### src/rtl/dm_arbiter_pkg.sv
// Shared definitions for the dual-port memory arbiter: ownership state
// encoding, bus widths and the per-port request bundle.
package dm_arbiter_pkg;

   localparam int DM_ADDR_W = 10;
   localparam int DM_DATA_W = 32;

   // Ownership state: nobody owns the memory, or port 0 / port 1 holds it.
   typedef enum logic [1:0] {
      IDLE = 2'd0,
      OWN0 = 2'd1,
      OWN1 = 2'd2
   } dm_state_e;

   // Everything one port presents in a cycle, bundled so the memory mux
   // can select a whole port in one step.
   typedef struct packed {
      logic                 req;
      logic                 lock;
      logic                 we;
      logic [DM_ADDR_W-1:0] addr;
      logic [DM_DATA_W-1:0] wdata;
   } dm_port_s;

   // Ownership state that corresponds to a given port index.
   function automatic dm_state_e own_state(input logic port);
      return port ? OWN1 : OWN0;
   endfunction

endpackage

### src/rtl/dm_arb_pick.sv
// Combinational grant selection for the dual-port memory arbiter.
// An owning port is served whenever it asks and locks the other port out;
// with no owner a single requester wins outright and a tie goes to the port
// opposite the last grant. Build option DM_ARB_FIXED_PRIO_EN makes every
// tie favour port 0 instead, leaving the round-robin pointer unused.
module dm_arb_pick
   import dm_arbiter_pkg::*;
(
   input  logic [1:0] req_i,
   input  dm_state_e  state_i,
   input  logic       rr_last_i,
   output logic [1:0] gnt_o
);

`ifdef DM_ARB_FIXED_PRIO_EN
   // The pointer is kept by the parent but plays no part in a fixed-priority tie.
   logic unused_rr_last;
   assign unused_rr_last = rr_last_i;
`endif

   // One-hot (or empty) grant from ownership and the current requests.
   always_comb begin
      // NOTE: default every output first so no path leaves gnt_o unassigned,
      // which would otherwise infer a latch.
      gnt_o = 2'b00;
      case (state_i)
         OWN0:    gnt_o[0] = req_i[0];
         OWN1:    gnt_o[1] = req_i[1];
         default: begin
            if (req_i == 2'b11) begin
`ifdef DM_ARB_FIXED_PRIO_EN
               gnt_o = 2'b01;
`else
               gnt_o = rr_last_i ? 2'b01 : 2'b10;
`endif
            end else begin
               gnt_o = req_i;
            end
         end
      endcase
   end

endmodule

### src/rtl/dm_arbiter.sv
// Two-port arbiter in front of a single asynchronous-read word memory.
// Ports may lock ownership across consecutive accesses; after LOCK_MAX
// consecutive grants a waiting peer forces ownership back to IDLE.
// Reads return registered data one cycle after the grant.
// Build option: DM_ARB_FIXED_PRIO_EN (ties always favour port 0).
module dm_arbiter
   import dm_arbiter_pkg::*;
#(
   parameter int unsigned LOCK_MAX = 8
) (
   input  logic                 clk,
   input  logic                 rst,
   input  logic                 p0_req,
   input  logic                 p0_lock,
   input  logic                 p0_we,
   input  logic [DM_ADDR_W-1:0] p0_addr,
   input  logic [DM_DATA_W-1:0] p0_wdata,
   input  logic                 p1_req,
   input  logic                 p1_lock,
   input  logic                 p1_we,
   input  logic [DM_ADDR_W-1:0] p1_addr,
   input  logic [DM_DATA_W-1:0] p1_wdata,
   output logic                 p0_gnt,
   output logic                 p1_gnt,
   output logic                 p0_rvalid,
   output logic                 p1_rvalid,
   output logic [DM_DATA_W-1:0] p0_rdata,
   output logic [DM_DATA_W-1:0] p1_rdata,
   output logic [DM_ADDR_W-1:0] mem_addr,
   output logic [DM_DATA_W-1:0] mem_din,
   output logic                 mem_we,
   input  logic [DM_DATA_W-1:0] mem_dout
);

   localparam logic [7:0] LOCK_MAX_C = 8'(LOCK_MAX);

   dm_state_e            state_q, state_d;
   logic                 rr_last_q, rr_last_d;
   logic [7:0]           lock_cnt_q, lock_cnt_d;
   logic [1:0]           rvalid_q;
   logic [DM_DATA_W-1:0] rdata0_q, rdata1_q;

   dm_port_s   prt0, prt1, sel;
   logic [1:0] pick_gnt;
   logic [1:0] gnt;
   logic       grant_any;
   logic       gnt_port;
   logic       other_req;
   logic [7:0] run_cnt;

   assign prt0 = '{req: p0_req, lock: p0_lock, we: p0_we, addr: p0_addr, wdata: p0_wdata};
   assign prt1 = '{req: p1_req, lock: p1_lock, we: p1_we, addr: p1_addr, wdata: p1_wdata};

   dm_arb_pick u_pick (
      .req_i     ({p1_req, p0_req}),
      .state_i   (state_q),
      .rr_last_i (rr_last_q),
      .gnt_o     (pick_gnt)
   );

   // Reset suppresses every grant, and with it any memory write.
   assign gnt       = rst ? 2'b00 : pick_gnt;
   assign grant_any = |gnt;
   assign gnt_port  = gnt[1];
   assign sel       = gnt_port ? prt1 : prt0;
   assign other_req = gnt_port ? p0_req : p1_req;

   assign p0_gnt    = gnt[0];
   assign p1_gnt    = gnt[1];
   assign p0_rvalid = rvalid_q[0];
   assign p1_rvalid = rvalid_q[1];
   assign p0_rdata  = rdata0_q;
   assign p1_rdata  = rdata1_q;

   // Memory mux: the granted port drives the memory, an idle cycle drives zeros.
   always_comb begin
      mem_addr = '0;
      mem_din  = '0;
      mem_we   = 1'b0;
      if (grant_any) begin
         mem_addr = sel.addr;
         mem_din  = sel.wdata;
         mem_we   = sel.we;
      end
   end

   // Next ownership, round-robin pointer and consecutive-grant count.
   always_comb begin
      state_d    = state_q;
      rr_last_d  = rr_last_q;
      lock_cnt_d = lock_cnt_q;
      run_cnt    = 8'd1;
      if (!grant_any) begin
         state_d    = IDLE;
         lock_cnt_d = 8'd0;
      end else begin
         rr_last_d = gnt_port;
         // The run continues only if this port already owned the memory;
         // it saturates at LOCK_MAX so a long uncontested lock cannot wrap.
         if (state_q == own_state(gnt_port)) begin
            run_cnt = (lock_cnt_q >= LOCK_MAX_C) ? LOCK_MAX_C : lock_cnt_q + 8'd1;
         end
         if (sel.lock && !((run_cnt == LOCK_MAX_C) && other_req)) begin
            state_d    = own_state(gnt_port);
            lock_cnt_d = run_cnt;
         end else begin
            state_d    = IDLE;
            lock_cnt_d = 8'd0;
         end
      end
   end

   // Arbitration FSM registers.
   always_ff @(posedge clk) begin
      // NOTE: sequential state uses non-blocking assignments so every
      // register samples its pre-edge value regardless of statement order.
      if (rst) begin
         state_q    <= IDLE;
         rr_last_q  <= 1'b1;
         lock_cnt_q <= 8'd0;
      end else begin
         state_q    <= state_d;
         rr_last_q  <= rr_last_d;
         lock_cnt_q <= lock_cnt_d;
      end
   end

   // Read return path: capture memory data at the end of a granted read.
   always_ff @(posedge clk) begin
      if (rst) begin
         rvalid_q <= 2'b00;
         rdata0_q <= '0;
         rdata1_q <= '0;
      end else begin
         rvalid_q <= gnt & {~p1_we, ~p0_we};
         if (gnt[0] && !p0_we) rdata0_q <= mem_dout;
         if (gnt[1] && !p1_we) rdata1_q <= mem_dout;
      end
   end

endmodule

### config.mk
export PLATFORM = sky130hd
export DESIGN_NAME = dm_arbiter
export DESIGN_NICKNAME = d
export VERILOG_FILES = /design/src/rtl/dm_arbiter_pkg.sv /design/src/rtl/dm_arb_pick.sv /design/src/rtl/dm_arbiter.sv
export SDC_FILE = /design/constraint.sdc
export NUM_CORES = 1
export LEC_CHECK = 0
export CORE_MARGIN = 5
export CORE_UTILIZATION = 36
export CTS_BUF_LIST = sky130_fd_sc_hd__clkbuf_4 sky130_fd_sc_hd__clkbuf_8 sky130_fd_sc_hd__clkbuf_16
export CTS_CLUSTER_SIZE = 16
export DETAILED_ROUTE_END_ITERATION = 8
export GPL_TIMING_DRIVEN = 1
export MAX_ROUTING_LAYER = met4
export PLACE_DENSITY = 0.92
export SLEW_MARGIN = 20
export SYNTH_ARGS = -nofsm -noshare
export SYNTH_HDL_FRONTEND = slang
export SYNTH_SLANG_ARGS = --single-unit
export TNS_END_PERCENT = 100
### constraint.sdc
create_clock -name clk -period 2.32 [get_ports clk]
set_input_delay 0.232 -clock clk [delete_from_list [all_inputs] [get_ports clk]]
set_output_delay 0.232 -clock clk [all_outputs]
set_load 0.03 [all_outputs]
* After elaboration in Yosys (flattened, before gate mapping) *
Index checks and enable logic that the tools add are counted.

word-level totals
  flip-flop bits (word level) = 77
  input port bits = 124
  output and inout port bits = 111
  logic and storage cells = 41

operators by class
  add/sub/neg operators = 1
  order comparisons = 1
  eq/ne operators = 5
  multiplexer cells = 14
  bitwise operators = 5
  reductions and logical operators = 9

operators by type and width
  cell                 number
  $mux 44              1
  $mux 32              1
  $mux 8               3
  $mux 10              1
  $add 8x1->8 const B  1
  $eq 8x4->1 const B   1
  $ge 8x4->1 const B   1
  $mux 2               4
  $eq 2x2->1 const B   2
  $logic_and 1x1->1    4
  $not 1->1            4
  $pmux 1 s2           2
  $logic_not 1->1      3
  $reduce_or 3->1      1
  $and 2x2->2          1
  $eq 2x1->1 const B   1
  $eq 2x2->1           1
  $mux 1               2
  $reduce_or 2->1      1

* Logic depth before layout (Yosys ltp) *
  depth in word-level cells = 14
  gate-level depth with buffers = 10
  gate-level depth less buffers = 7

* Cells and area by module *
A second synthesis with hierarchy kept.

second synthesis, totals
  cells, all modules = 400
  area, all modules = 3467.1 um^2

modules (own cells, without submodules)
  module       times used  cells an instance  area each (um^2)  seq. area each (um^2)
  dm_arbiter   1           391                3408.3            1541.5
  dm_arb_pick  1           9                  58.8              0.0

* Worst setup path after synthesis *
No wires, ideal clock.

  path kind = register to output
  start point = reg state_q[0]
  end point = out mem_din[22]
  arrival time = 2374 ps
  required time = 2088 ps
  path slack = -286 ps
  cell stages (with the launch flop) = 8
  buffers on the path = 1
  cell sequence = dfxtp_1 > inv_1 > ha_1 > and3b_1 > nor3_2 > clkbuf_1 > nand2_1 > o21ai_1

between the ends
  word-level cells in the longest chain between the ends = 5
  elaborated cells on any way between the ends = 8
  classes of those cells = eq/ne: 2; mux: 5; reduce/logical: 1

RTL lines
  item                                      RTL line           source
  start: declaration                        dm_arbiter.sv:37   dm_state_e state_q, state_d;
  start signal: assignment                  dm_arbiter.sv:122  state_q <= state_d;
  $eq 2x2->1 or $eq 2x1->1 (tied branches)  dm_arb_pick.sv:26  case (state_i)
  $pmux 1 s2 (*)                            dm_arb_pick.sv:26
  $mux 2 (*)                                dm_arbiter.sv:62   assign gnt = rst ? 2'b00 : pick_gnt;
  via p0_gnt                                dm_arbiter.sv:23   output logic p0_gnt,
  $reduce_or 2->1 (*)                       dm_arbiter.sv:63   assign grant_any = |gnt;
  $mux 32 (*)                               dm_arbiter.sv:80   if (grant_any) begin
  end: declaration                          dm_arbiter.sv:30   output logic [DM_DATA_W-1:0] mem_din,

The timed path passes the listed nets; every way through them passes the cells marked *.

* Final worst setup path *
  start point = reg state_q[0]
  end point = out mem_din[22]

between the ends
  word-level cells in the longest chain between the ends = 5
  elaborated cells on any way between the ends = 8
  classes of those cells = eq/ne: 2; mux: 5; reduce/logical: 1

RTL lines
  item                                        RTL line
  $eq 2x2->1 or $eq 2x1->1 (tied branches)    dm_arb_pick.sv:26
  $pmux 1 s2                                  dm_arb_pick.sv:26
  $mux 2 (*)                                  dm_arbiter.sv:62
  $mux 44 or $reduce_or 2->1 (tied branches)  dm_arbiter.sv:65, dm_arbiter.sv:63
  $mux 32 (*)                                 dm_arbiter.sv:80

Mark *: on every way between the ends. The rest lies on a longest branch, timed or not.

==> impl_metrics.csv <==
group,metric,value,unit
logic_synthesis,synthMuxAreaShare,9.29,%
job,cap_violations,0,
timing,report.final.slew_viol_count,0,
status,status,"finished, violations left",
grt,overflow,0,
cells_and_area,nets,825,
placement,dp_slack,11.2,ps
logic_synthesis,ys_top_cells_by_count,"nand2_1 (154), dfxtp_1 (77), o21ai_1 (39)",
grt,grt_max_degree,52,
logic_synthesis,yosysWarnings,0,
timing,clock.fmax,402,MHz
power,pwr_density_cell,542,nW/µm²
logic_synthesis,syn_area_per_cell,7.70,µm²
worst_hold_path,hold_path_class,"in2reg",
logic_synthesis,ys_async_sr_fraction,0,%
cells_and_area,fin_cells,831,
clock_network,ctsHtreeMaxLevel,3,
critical_path,worstPathArrival,2260,ps
floorplanning,fp.dieArea,11600,µm²
logic_synthesis,synth_area,3450,µm²
critical_path,crit_path_max_fanout,6,
timing,setup_violations,44,
placement,place_congestion,0.908,
timing,finalHoldViolations,0,
route,vias,4444,
clock_network,cts_buffers,9,
status,violations,"negative setup slack",
floorplanning,placementRows,35,
critical_path,crit_slowest_cell,"or3_4",
route,viasPerCell,5.35,
placement,io_buffers,234,
logic_synthesis,synth.distinct_cells,34,
critical_path,cpPeakStageDelay,450,ps
logic_synthesis,synth_enable_flop_cells,0,
cells_and_area,drive_above_1_share,24.7,%
logic_synthesis,ys_seq_area_share,44.7,%
critical_path,path_class,"reg2out",
timing,clock_skew,17.3,ps
logic_synthesis,synth_simple_gate_area_share,24.0,%
timing,setup_ws,-170,ps
logic_synthesis,yosys.area.top_type,"dfxtp_1",
clock_network,clk_latency,340,ps
route,ant_nets,0,
logic_synthesis,synth_area_leaders,"dfxtp_1 (45%), nand2_1 (17%), mux2i_1 (9.3%)",
timing,rsz0062_at_grt,"true",
logic_synthesis,synthCells,448,
logic_synthesis,ys_ff_latch,77,
cells_and_area,fin_util,75.6,%
floorplanning,initial_core_util,37.2,%
timing,tightest_slew,519,ps
critical_path,critPathLaunchType,"flip-flop",
clock_network,cts_buffer_depth,2,
grt,grt_pass1_vias,4416,
timing,min_period,2490,ps
timing,hold_slack,249,ps
critical_path,crit_chain,"inv_2 -> ha_4 -> and3_4 -> or3_4 -> inv_8 -> buf_12 -> nand2_1 -> o21ai_4 -> buf_6",
cells_and_area,area_growth,104,%
logic_synthesis,synthXorXnorAreaFrac,0.254,%
timing,finalCritPeriodShare,107,%
floorplanning,die_x,108,µm
power,leakagePower,2.64,nW
placement,dp_hpwl,10700,µm
logic_synthesis,synth_compound_area_share,13.4,%
power,vdd_drop_max,0.000546,V
floorplanning,fp.coreArea,9280,µm²
power,total_power,0.00381,W
route,drtPass1Iterations,7,
route,routed_wl,18300,µm
grt,grt_util_all_layers,26.3,%
clock_network,cts_tree,"done",
grt,antenna_found_initial,1,
critical_path,end_kind,"output port",
clock_network,path_clk_slew,90,ps
floorplanning,dieHeight,108,µm
route,post_drt_wl_per_cell,22.0,µm
logic_synthesis,synth_adder_area_share,1.45,%
logic_synthesis,synth_top_family_by_area,"simple AND/OR/NAND/NOR gates",
placement,dp_cells,794,
logic_synthesis,yosysMostFrequentCell,"nand2_1",
grt,grt_first_pass_wirelength,23200,µm
logic_synthesis,yosysTopAreaCellShare,44.7,%
timing,slew_headroom,65.4,%
route,drc_errors,0,
critical_path,crit_required,2090,ps
route,dr.first_iter.drc_count,282,
logic_synthesis,ys.flop_type,"dfxtp_1",
clock_network,root_buffer,"clkbuf_8",
clock_network,cts.sinks,77,
floorplanning,io-pin-count,235,
-- layout by cell type (no fill, tap or decap), drive strengths merged, types with 2 or more instances in the layout --
master	n
clkdlybuf4s50	188
nand2	154
dfxtp	77
buf	74
o21ai	45
nor2	37
a21oi	35
mux2i	32
clkbuf	13
inv	7
a211oi	5
clkinv	5
conb	4
nor4	4
ha	4
bufinv	3
or4	2
-- per-stage QoR --
step | instance area [µm²] | TNS (ps)
2_1_floorplan | 3610 | -81.3
3_3_place_gp | 5980 | 0
3_5_place_dp | 5980 | 0
4_1_cts | 6730 | -2210
5_1_grt | 7020 | -6520
6_report | 7020 | -3970
-- critical path: cells and delay by family, from the launching register on --
family | cells | cell delay, ps
AO/OA/AOI/OAI | 1 | 110
adder cells (fa/ha/maj) | 1 | 240
buffers and inverters | 4 | 460
flip-flops | 1 | 340
AND/OR/NAND/NOR | 3 | 790
-- flip-flops by register name, summed over array words and instances (netlist names) --
signal,count
rr_last_q,1
lock_cnt_q,8
state_q,2
p0_rdata,32
p1_rdata,32
rvalid_q,2
-- logic make-up after synthesis --
logic type               count (synthesis)
AO/OA/AOI/OAI                           88
XOR/XNOR                                 1
adder cells (fa/ha/maj)                  4
buffers and inverters                   40
flip-flops                              77
multiplexers                            32
other                                    1
AND/OR/NAND/NOR                        205
-- layer usage --
| layer | wire, µm | vias to the layer above | global-route usage (%) | part of all wire (%) |
|---|---|---|---|---|
| met5 | 0 | - | - | 0 |
| li1 | - | 1969 | - | - |
| met4 | 1180 | 0 | 15.5 | 6.5 |
| met2 | 9080 | 287 | 45.3 | 50 |
| met3 | 1650 | 89 | 8.10 | 9.0 |
| met1 | 6340 | 2099 | 26.0 | 35 |
-- where the power goes --
part | internal [W] | total [W] | leakage, nW | switching (W)
combinational | 0.000594 | 0.00122 | 1.89 | 0.000625
sequential | 0.00137 | 0.00139 | 0.627 | 0.0000272
clock | 0.000711 | 0.00119 | 0.119 | 0.000484
total | 0.00267 | 0.00381 | 2.64 | 0.00114
-- path summary, 6_finish.rpt --
path	startpoint	endpoint	slack, ps	depth (start not counted)
setup / recovery	state_q[0]$_SDFF_PP0_	mem_din[22]	-170	9
hold / removal	rst	rr_last_q$_SDFFE_PP1P_	250	3
setup reg to reg	state_q[0]$_SDFF_PP0_	p1_rdata[10]$_SDFFE_PP0P_	40	9
hold reg to reg	lock_cnt_q[6]$_SDFF_PP0_	lock_cnt_q[2]$_SDFF_PP0_	450	1
-- timing repair --
action	in CTS	in global routing
gates resized for setup	75	40
gates cloned	6	5
setup buffers	5	6
pin swaps	10	18
endpoints found under the setup margin	45	44
hold buffers	0	0
endpoints found under the hold margin	0	0
-- final cells by class --
cell class                 instances  area [µm²]
clock inverter                     6         113
clock buffer                       9         124
timing repair buffer             266        2930
fill                             578        2260
antenna                            1        2.50
timing repair inverter             1        11.3
tap                              129         161
inverter                           8        47.5
multi-input combinational        334        2080
sequential                        77        1550
(Power assumes the default switching activity.)
